==> src/rtl/regfile_sb_if.sv <==
// Bus bundle for regfile_sb: write ports, read ports, issue port and scoreboard status.
// The master side drives writes, reads and issues. The slave side is the register file.
interface regfile_sb_if #(
  parameter int DSIZE = 16,
  parameter int ASIZE = 4,
  parameter int NREG  = 16,
  parameter int NRD   = 2,
  parameter int NWR   = 2
);
  localparam int CNTW = $clog2(NREG + 1);

  logic [NWR-1:0]       wen;
  logic [NWR*ASIZE-1:0] waddr;
  logic [NWR*DSIZE-1:0] wdata;
  logic [NRD*ASIZE-1:0] raddr;
  logic [NRD*DSIZE-1:0] rdata;
  logic [NRD-1:0]       rbusy;
  logic                 issue_en;
  logic [ASIZE-1:0]     issue_addr;
  logic                 issue_stall;
  logic [CNTW-1:0]      busy_cnt;

  modport master (
    output wen, waddr, wdata, raddr, issue_en, issue_addr,
    input  rdata, rbusy, issue_stall, busy_cnt
  );

  modport slave (
    input  wen, waddr, wdata, raddr, issue_en, issue_addr,
    output rdata, rbusy, issue_stall, busy_cnt
  );
endinterface

==> src/rtl/regfile_sb.sv <==
// Multi-port register file with same-cycle write forwarding and a per-register busy scoreboard.
// Write ports have index priority. Issue-set beats writeback-clear on the same register.
module regfile_sb #(
  parameter int DSIZE   = 16,
  parameter int ASIZE   = 4,
  parameter int NREG    = 16,
  parameter int NRD     = 2,
  parameter int NWR     = 2,
  parameter int ZERO_R0 = 1
) (
  input logic        clk,
  input logic        rst_n,
  regfile_sb_if.slave bus
);
  localparam int CNTW = $clog2(NREG + 1);

  logic [DSIZE-1:0] regs     [NREG];
  logic [DSIZE-1:0] regs_nxt [NREG];
  logic [NREG-1:0]  busy;
  logic [NREG-1:0]  busy_nxt;
  logic [CNTW-1:0]  busy_cnt_q;
  logic [CNTW-1:0]  cnt_nxt;
  logic             stall_raw;

  // Register i can be written or issued to unless it is the hardwired R0.
  function automatic logic reg_live(input int unsigned i);
    return !((ZERO_R0 != 0) && (i == 0));
  endfunction

  always_comb begin
    for (int unsigned i = 0; i < NREG; i++) begin
      regs_nxt[i] = regs[i];
      busy_nxt[i] = busy[i];
    end
    // Ascending port order lets the highest-index port overwrite lower ones.
    for (int unsigned w = 0; w < NWR; w++) begin
      for (int unsigned i = 0; i < NREG; i++) begin
        if (bus.wen[w] && (bus.waddr[w*ASIZE +: ASIZE] == ASIZE'(i)) && reg_live(i)) begin
          regs_nxt[i] = bus.wdata[w*DSIZE +: DSIZE];
          busy_nxt[i] = 1'b0;
        end
      end
    end
    // A new producer supersedes any writeback landing in the same cycle.
    for (int unsigned i = 0; i < NREG; i++) begin
      if (bus.issue_en && (bus.issue_addr == ASIZE'(i)) && reg_live(i)) begin
        busy_nxt[i] = 1'b1;
      end
    end
    cnt_nxt = '0;
    for (int unsigned i = 0; i < NREG; i++) begin
      cnt_nxt = cnt_nxt + CNTW'(busy_nxt[i]);
    end
  end

  always_ff @(posedge clk or negedge rst_n) begin
    if (!rst_n) begin
      for (int unsigned i = 0; i < NREG; i++) begin
        regs[i] <= '0;
      end
      busy       <= '0;
      busy_cnt_q <= '0;
    end else begin
      for (int unsigned i = 0; i < NREG; i++) begin
        regs[i] <= regs_nxt[i];
      end
      busy       <= busy_nxt;
      busy_cnt_q <= cnt_nxt;
    end
  end

  for (genvar r = 0; r < NRD; r++) begin : g_rd
    logic [ASIZE-1:0] ra;
    logic [DSIZE-1:0] rd;
    logic             in_rng;
    logic             fwd;
    logic             bsy;

    assign ra = bus.raddr[r*ASIZE +: ASIZE];

    always_comb begin
      rd     = '0;
      in_rng = 1'b0;
      fwd    = 1'b0;
      bsy    = 1'b0;
      for (int unsigned i = 0; i < NREG; i++) begin
        if (ra == ASIZE'(i)) begin
          rd     = regs[i];
          bsy    = busy[i];
          in_rng = 1'b1;
        end
      end
      for (int unsigned w = 0; w < NWR; w++) begin
        if (bus.wen[w] && (bus.waddr[w*ASIZE +: ASIZE] == ra)) begin
          rd  = bus.wdata[w*DSIZE +: DSIZE];
          fwd = 1'b1;
        end
      end
      if (!rst_n || !in_rng || ((ZERO_R0 != 0) && (ra == '0))) begin
        rd  = '0;
        bsy = 1'b0;
      end
    end

    assign bus.rdata[r*DSIZE +: DSIZE] = rd;
    assign bus.rbusy[r]                = bsy & ~fwd;
  end

  always_comb begin
    stall_raw = 1'b0;
    for (int unsigned i = 0; i < NREG; i++) begin
      if ((bus.issue_addr == ASIZE'(i)) && reg_live(i)) begin
        stall_raw = busy[i];
      end
    end
  end

  assign bus.issue_stall = rst_n & bus.issue_en & stall_raw;
  assign bus.busy_cnt    = busy_cnt_q;
endmodule
==> src/flat_wrapper.sv <==
// flat-port wrapper written by rule: the top's interface ports become plain ports
module regfile_sb_flat 
#(
  parameter int DSIZE   = 16,
  parameter int ASIZE   = 4,
  parameter int NREG    = 16,
  parameter int NRD     = 2,
  parameter int NWR     = 2,
  parameter int ZERO_R0 = 1
)
  (clk, rst_n, bus_wen, bus_waddr, bus_wdata, bus_raddr, bus_issue_en, bus_issue_addr, bus_rdata, bus_rbusy, bus_issue_stall, bus_busy_cnt);
  regfile_sb_if #(.DSIZE(DSIZE), .ASIZE(ASIZE), .NREG(NREG), .NRD(NRD), .NWR(NWR)) bus_i ();
  input logic clk;
  input logic rst_n;
  input wire logic [$bits(bus_i.wen)-1:0] bus_wen;
  input wire logic [$bits(bus_i.waddr)-1:0] bus_waddr;
  input wire logic [$bits(bus_i.wdata)-1:0] bus_wdata;
  input wire logic [$bits(bus_i.raddr)-1:0] bus_raddr;
  input wire logic [$bits(bus_i.issue_en)-1:0] bus_issue_en;
  input wire logic [$bits(bus_i.issue_addr)-1:0] bus_issue_addr;
  output wire logic [$bits(bus_i.rdata)-1:0] bus_rdata;
  output wire logic [$bits(bus_i.rbusy)-1:0] bus_rbusy;
  output wire logic [$bits(bus_i.issue_stall)-1:0] bus_issue_stall;
  output wire logic [$bits(bus_i.busy_cnt)-1:0] bus_busy_cnt;
  assign bus_i.wen = bus_wen;
  assign bus_i.waddr = bus_waddr;
  assign bus_i.wdata = bus_wdata;
  assign bus_i.raddr = bus_raddr;
  assign bus_i.issue_en = bus_issue_en;
  assign bus_i.issue_addr = bus_issue_addr;
  assign bus_rdata = bus_i.rdata;
  assign bus_rbusy = bus_i.rbusy;
  assign bus_issue_stall = bus_i.issue_stall;
  assign bus_busy_cnt = bus_i.busy_cnt;
  regfile_sb #(.DSIZE(DSIZE), .ASIZE(ASIZE), .NREG(NREG), .NRD(NRD), .NWR(NWR), .ZERO_R0(ZERO_R0)) u_core (.clk(clk), .rst_n(rst_n), .bus(bus_i));
endmodule
==> config.mk <==
export PLATFORM = sky130hd
export DESIGN_NAME = regfile_sb_flat
export DESIGN_NICKNAME = d
export VERILOG_FILES = /design/src/rtl/regfile_sb_if.sv /design/src/rtl/regfile_sb.sv /design/src/flat_wrapper.sv
export SDC_FILE = /design/constraint.sdc
export NUM_CORES = 1
export LEC_CHECK = 0
export ABC_AREA = 1
export ABC_CLOCK_PERIOD_IN_PS = 9470
export BUFFER_PORTS_ARGS = -buffer_cell sky130_fd_sc_hd__buf_2
export CAP_MARGIN = 25
export CORE_MARGIN = 5
export CORE_UTILIZATION = 60
export DETAILED_ROUTE_END_ITERATION = 8
export HOLD_SLACK_MARGIN = 0.05
export MAX_ROUTING_LAYER = met4
export PLACE_DENSITY = 0.85
export SYNTH_ARGS = -nofsm -noshare
export SYNTH_HDL_FRONTEND = slang
export SYNTH_SLANG_ARGS = --single-unit
==> constraint.sdc <==
create_clock -name clk -period 9.47 [get_ports clk]
set_input_delay 0.4735 -clock clk [delete_from_list [all_inputs] [get_ports clk]]
set_output_delay 0.4735 -clock clk [all_outputs]
set_load 0.01 [all_outputs]
# Word-level counts from Yosys, hierarchy flattened
# Index checks and enable logic that the tools add are counted.
[totals]
ff_bits = 260
in_bits = 57
elab_cells = 383
[classes]
reduce_logical = 73
addsub = 14
n_eq_ne = 79
n_mux = 194
n_bitwise = 6
[ops]
columns = ["cell", "count"]
rows = [
  ["16-bit two-way mux", 66],
  ["4-bit equality test, second input constant", 40],
  ["1-bit two-way mux", 128],
  ["4-bit by 3-bit equality test with 1-bit output, second input constant", 20],
  ["5-bit by 1-bit adder with 5-bit output", 13],
  ["1-bit logical AND", 49],
  ["4-bit by 2-bit equality test with 1-bit output, second input constant", 10],
  ["2-bit nonzero test", 15],
  ["4-bit by 1-bit equality test with 1-bit output, second input constant", 5],
  ["4-bit equality test", 4],
  ["4-bit logical NOT", 2],
  ["1-bit bitwise AND", 4],
  ["1-bit logical OR", 4],
  ["1-bit logical NOT", 3],
  ["1-bit by 1-bit adder with 2-bit output", 1],
  ["1-bit NOT", 2],
]

# Longest topological paths before layout
[depth]
word_depth = 22
ltp_mapped = 21
depth_no_buf = 21

# Worst setup path after synthesis
# No wires, ideal clock.
[synth_timing]
path_kind = "input -> register"
from = "input bus_waddr[1]"
to = "register u_core.busy_cnt_q[2], in the netlist u_core.bus.busy_cnt[2]"
path_stages = 16
slack_ns = 4.936
setup_ns = 0.124
arrival_time_ns = 4.411
n_path_buf = 1
path_cell_list = "buf_2 nor2_1 nand2_1 nand2_1 clkinv_1 a32o_1 ha_1 inv_1 fa_1 fa_1 fa_1 fa_1 inv_1 ha_1 fa_1 xor2_1"
[synth_via]
elab_chain_cells = 19
[synth_lines]
columns = ["item", "line", "text"]
rows = [
  ["start, declared", "flat_wrapper.sv:16", "input wire logic [$bits(bus_i.waddr)-1:0] bus_waddr;"],
  ["4-bit by 1-bit equality test with 1-bit output", "regfile_sb.sv:38", "if (bus.wen[w] && (bus.waddr[w*ASIZE +: ASIZE] == ASIZE'(i)) && reg_live(i)) begin"],
  ["1-bit logical AND", "regfile_sb.sv:38", ""],
  ["1-bit two-way mux (2 in a row)", "regfile_sb.sv:38", ""],
  ["1-bit two-way mux", "regfile_sb.sv:46", "if (bus.issue_en && (bus.issue_addr == ASIZE'(i)) && reg_live(i)) begin"],
  ["net u_core.busy_nxt[1]", "regfile_sb.sv:20", "logic [NREG-1:0] busy_nxt;"],
  ["1-bit by 1-bit adder with 2-bit output", "regfile_sb.sv:52", "cnt_nxt = cnt_nxt + CNTW'(busy_nxt[i]);"],
  ["5-bit by 1-bit adder with 5-bit output (13 in a row)", "regfile_sb.sv:52", ""],
  ["net u_core.cnt_nxt[2]", "regfile_sb.sv:22", "logic [CNTW-1:0] cnt_nxt;"],
  ["end signal, assigned", "regfile_sb.sv:68", "busy_cnt_q <= cnt_nxt;"],
  ["end, declared", "regfile_sb.sv:21", "logic [CNTW-1:0] busy_cnt_q;"],
]
# The timed path passes the listed nets, and every way through them passes these cells.
# A chain may end at the register's enable or synchronous reset.

# Worst setup path in the final report
[layout_timing]
from = "input bus_waddr[2]"
to = "register u_core.busy_cnt_q[4], in the netlist u_core.bus.busy_cnt[4]"
# Same word-level chain as after synthesis.

==> impl_results.md <==
* Core Region at a little under 30,000 sq um
* CP Class: input pin to flip-flop
* Logic pwr share at between 20% and 30%
* Post-detailed-route count of antenna-violating nets at 0
* Top cell type's share of synthesized area at ~37%
* Min-Delay Path Class: input pin to flip-flop
* Tightest Pin Transition at 1080 ps
* Die Y at 182 um
* Synth area leaders: dfrtp_1, nand2_1, o21ai_0
* Worst setup SP type: input pin
* Sw Pwr at between 0.001 and 0.0015 W
* FMAX at 179 MHz
* Crit path top cell by count: fa_1
* Fin crit share at between 50 and 60%
* Gr ovfl total at 0
* Number of detailed-route iterations in the first pass at 7
* Clk_skew at 5.39 ps
* Largest net degree at the start of global routing at between 150 and 200
* Met3 Usage GRT at a little over an eighth
* Yosys warning count at 0
* # IOs at 97
* Initial antenna violation count at 1
* Max Cap Viol at 0
* VDD IR max at 0.000141 V
* Fin worst setup slack at around 3900 ps
* Switching share of power at between 30 and 40%
* Ratio of cells with drive above 1 in the final layout at between 10% and 20%
* Syn nets at 2,712
* Cell Rows at between 60 and 70
* Clock-pin slew on the worst setup and hold paths at roughly 70 ps
* Total negative setup slack at 0 ps
* Drt total wl at 78.8 mm
* Placer congestion estimate at around 1.1
* Int Power at ~0.0024 W
* Clk buf depth at 3
* Final-layout fill cell count at ~2.7k
* Vias in the first global route at between 15k and 20k
* Netlist cell types at 45
* Flop pwr share at 41.6%
* # setup viols final at 0
* Total GRT Usage at 47.7%
* EDFF count, synth at 0
* CTS Sinks at between 200 and 300
* I/O Buffers at 96
* Final Max Slew Viols at 0
* Hold Path Origin: bus_issue_addr[3]
* Grt met1 use at between 50% and 60%
* Most Crowded Layer GR: met2
* Crit. Startpoint: bus_waddr[2]
* Peak per-stage delay on the critical path at slightly below 600 ps
* Top cell type by total area after synthesis: dfrtp_1
* Final nets at 2,712
* H-tree levels at 1
* Crit path buffers/inverters at 5
* First-pass GRT wire length at between 100 and 150 mm
* CP Cell Sequence: buf_2 -> inv_1 -> nand2_1 -> nor2_1 -> nand2_1 -> nand2_1 -> clkinv_1 -> a32o_1 -> ha_1 -> inv_1 -> fa_1 -> fa_1 -> fa_1 -> fa_1 -> inv_1 -> ha_1 -> fa_1 -> nand2_1 -> a21boi_0
* Slew HR at 28.0%
* Register area share after synthesis at 36.7%
* Clk root buf: clkbuf_16
* Crit-path slowest cell: fa_1
* Worst EP required at between 9000 and 10,000 ps
* CTS buffer count at 29
* Main synth FF type: dfrtp_1
* CTS tree: yes
* Drt via density at slightly below 7
* R2R Path Start: u_core.busy[1]$_DFF_PN0_
* Kind of cell adding the most delay to the critical path: adder cells
* Via count at approximately 20k
* Critical Path Fanout Max at 17
* Dpl ws at approximately 3500 ps
* Flops & latches, synth at 260
* Initial Util at between 60% and 70%
* DRC at 0
* Area of the mapped netlist at 17,700 sq um
* Clock power frac at about 30%
* Die width at between 150 and 200 um
* Post-Syn Instances at around 2.6k
* Initial DRC count at roughly 3.3k
* Final hold vios at 0
* Avg WL per Cell at 25.8 um
* Critical Path End Type: flip-flop
* Status: complete, no violations
* Die area at 33,100 sq um
* Met2 Usage GRT at between 70 and 80%
* Layout area overhead at 8.24%
* Clk_lat worst skew at 570 ps
* RSZ-0062 raised after global routing: false
* Power Dens Cells at 202 nW/um^2
* Synthesized area per cell at roughly 6.7 sq um
* Crit path time final at roughly 5600 ps
* Critical path data arrival time at around 6000 ps
* FFs w/ async S/R, synth at 100%
* Leakage at between 8 and 9 nW
* DP Wirelength at about 58 mm
==> power groups by stage <==
stage / Clock, W / Sequential [W] / Combinational [W]
2_1_floorplan: 0 / 0.00154 / 0.000701
3_3_place_gp: 0 / 0.00161 / 0.00100
3_5_place_dp: 0 / 0.00161 / 0.00104
4_1_cts: 0.00117 / 0.00160 / 0.00105
5_1_grt: 0.00122 / 0.00163 / 0.00119
6_report: 0.00118 / 0.00161 / 0.00109
==> what timing repair did <==
item                      4_1_cts  5_1_grt
hold endpoints to repair       93        0
hold buffers                    1        0
setup buffers                   0        0
resized for setup               0        0
==> stage by stage <==
| step | hold slack, ps | instance area, sq um | instances | util, % | total power (W) |
|---|---|---|---|---|---|
| floorplan | 178 | 17700 | 2640 | - | 0.00224 |
| global placement | 489 | 18200 | 2996 | 61.8 | 0.00261 |
| detailed placement | 492 | 18200 | 2996 | 61.8 | 0.00266 |
| CTS | 308 | 19100 | 3050 | 65.1 | 0.00382 |
| global route | 349 | 19200 | 3053 | 65.2 | 0.00404 |
| finish | 311 | 19200 | 3053 | 65.2 | 0.00388 |
==> layer usage <==
layer | share of wire (%) | routed length [um]
met5 | 0 | 0
met1 | 34 | 27100
met2 | 43 | 33500
met4 | 8.1 | 6360
met3 | 15 | 11700
==> final cells by class <==
| cell class | instances | area (sq um) | share of cell area [%] |
|---|---|---|---|
| tap | 390 | 488 | 2.55 |
| multi-input combinational | 1920 | 9350 | 48.8 |
| clock inverter | 10 | 104 | 0.542 |
| antenna | 1 | 2.50 | 0.0131 |
| sequential | 260 | 6510 | 33.9 |
| timing repair buffer | 119 | 684 | 3.57 |
| inverter | 310 | 1170 | 6.10 |
| clock buffer | 43 | 868 | 4.53 |
==> final timing paths <==
path	to	slack, ps	cells past startpoint
worst max register to register	u_core.bus.busy_cnt[4]$_DFF_PN0_	5420	12
min in group asynchronous	u_core.regs[197]$_DFFE_PN0P_	490	2
worst min register to register	u_core.regs[231]$_DFFE_PN0P_	510	2
worst min-delay path	u_core.busy[7]$_DFF_PN0_	310	4
max in group asynchronous	u_core.regs[15]$_DFFE_PN0P_	7520	3
worst max-delay path	u_core.bus.busy_cnt[4]$_DFF_PN0_	3900	19
==> synth_stat cells, drive strengths merged, types with 19 or more instances <==
master	n
nand2	640
clkbuf	89
o211ai	52
buf	61
nand3	163
nand4	82
o221ai	19
o21ai	425
dfrtp	260
o22ai	20
inv	304
nor2	274
a21oi	174
==> logic make-up after synthesis <==
group / after synthesis / synth area share (%)
DFF: 260 / 36.7
buffers and inverters: 460 / 10.5
AOI/OAI and AO/OA: 707 / 21.7
adders and majority gates: 15 / 1.44
and+or+nand+nor: 1193 / 29.4
xor gates and xnor gates: 5 / 0.247
==> layout by cell type, fill, tap and decap left out, drive strengths merged, types with 6 or more instances in the layout <==
| cell type | n |
|---|---|
| buf | 117 |
| inv | 305 |
| clkbuf | 44 |
| nand2 | 640 |
| o21ai | 425 |
| nor3 | 16 |
| fa | 9 |
| nand3 | 163 |
| nand4 | 82 |
| or2 | 16 |
| o211ai | 52 |
| nor2 | 274 |
| dfrtp | 260 |
| a21oi | 174 |
| o22ai | 20 |
| clkinv | 13 |
| o221ai | 19 |
| ha | 6 |
==> state kept, by name, indices dropped and copies added (netlist names) <==
register             flops
u_core.regs            240
u_core.busy             15
u_core.bus.busy_cnt      5
==> tightest hold or removal path, delay by kind of cell <==
kind	cells	cell delay, ps
simple gates	2	160
compound gates	1	90
buf+inv	1	110
Power figures use the tool's default switching activity.
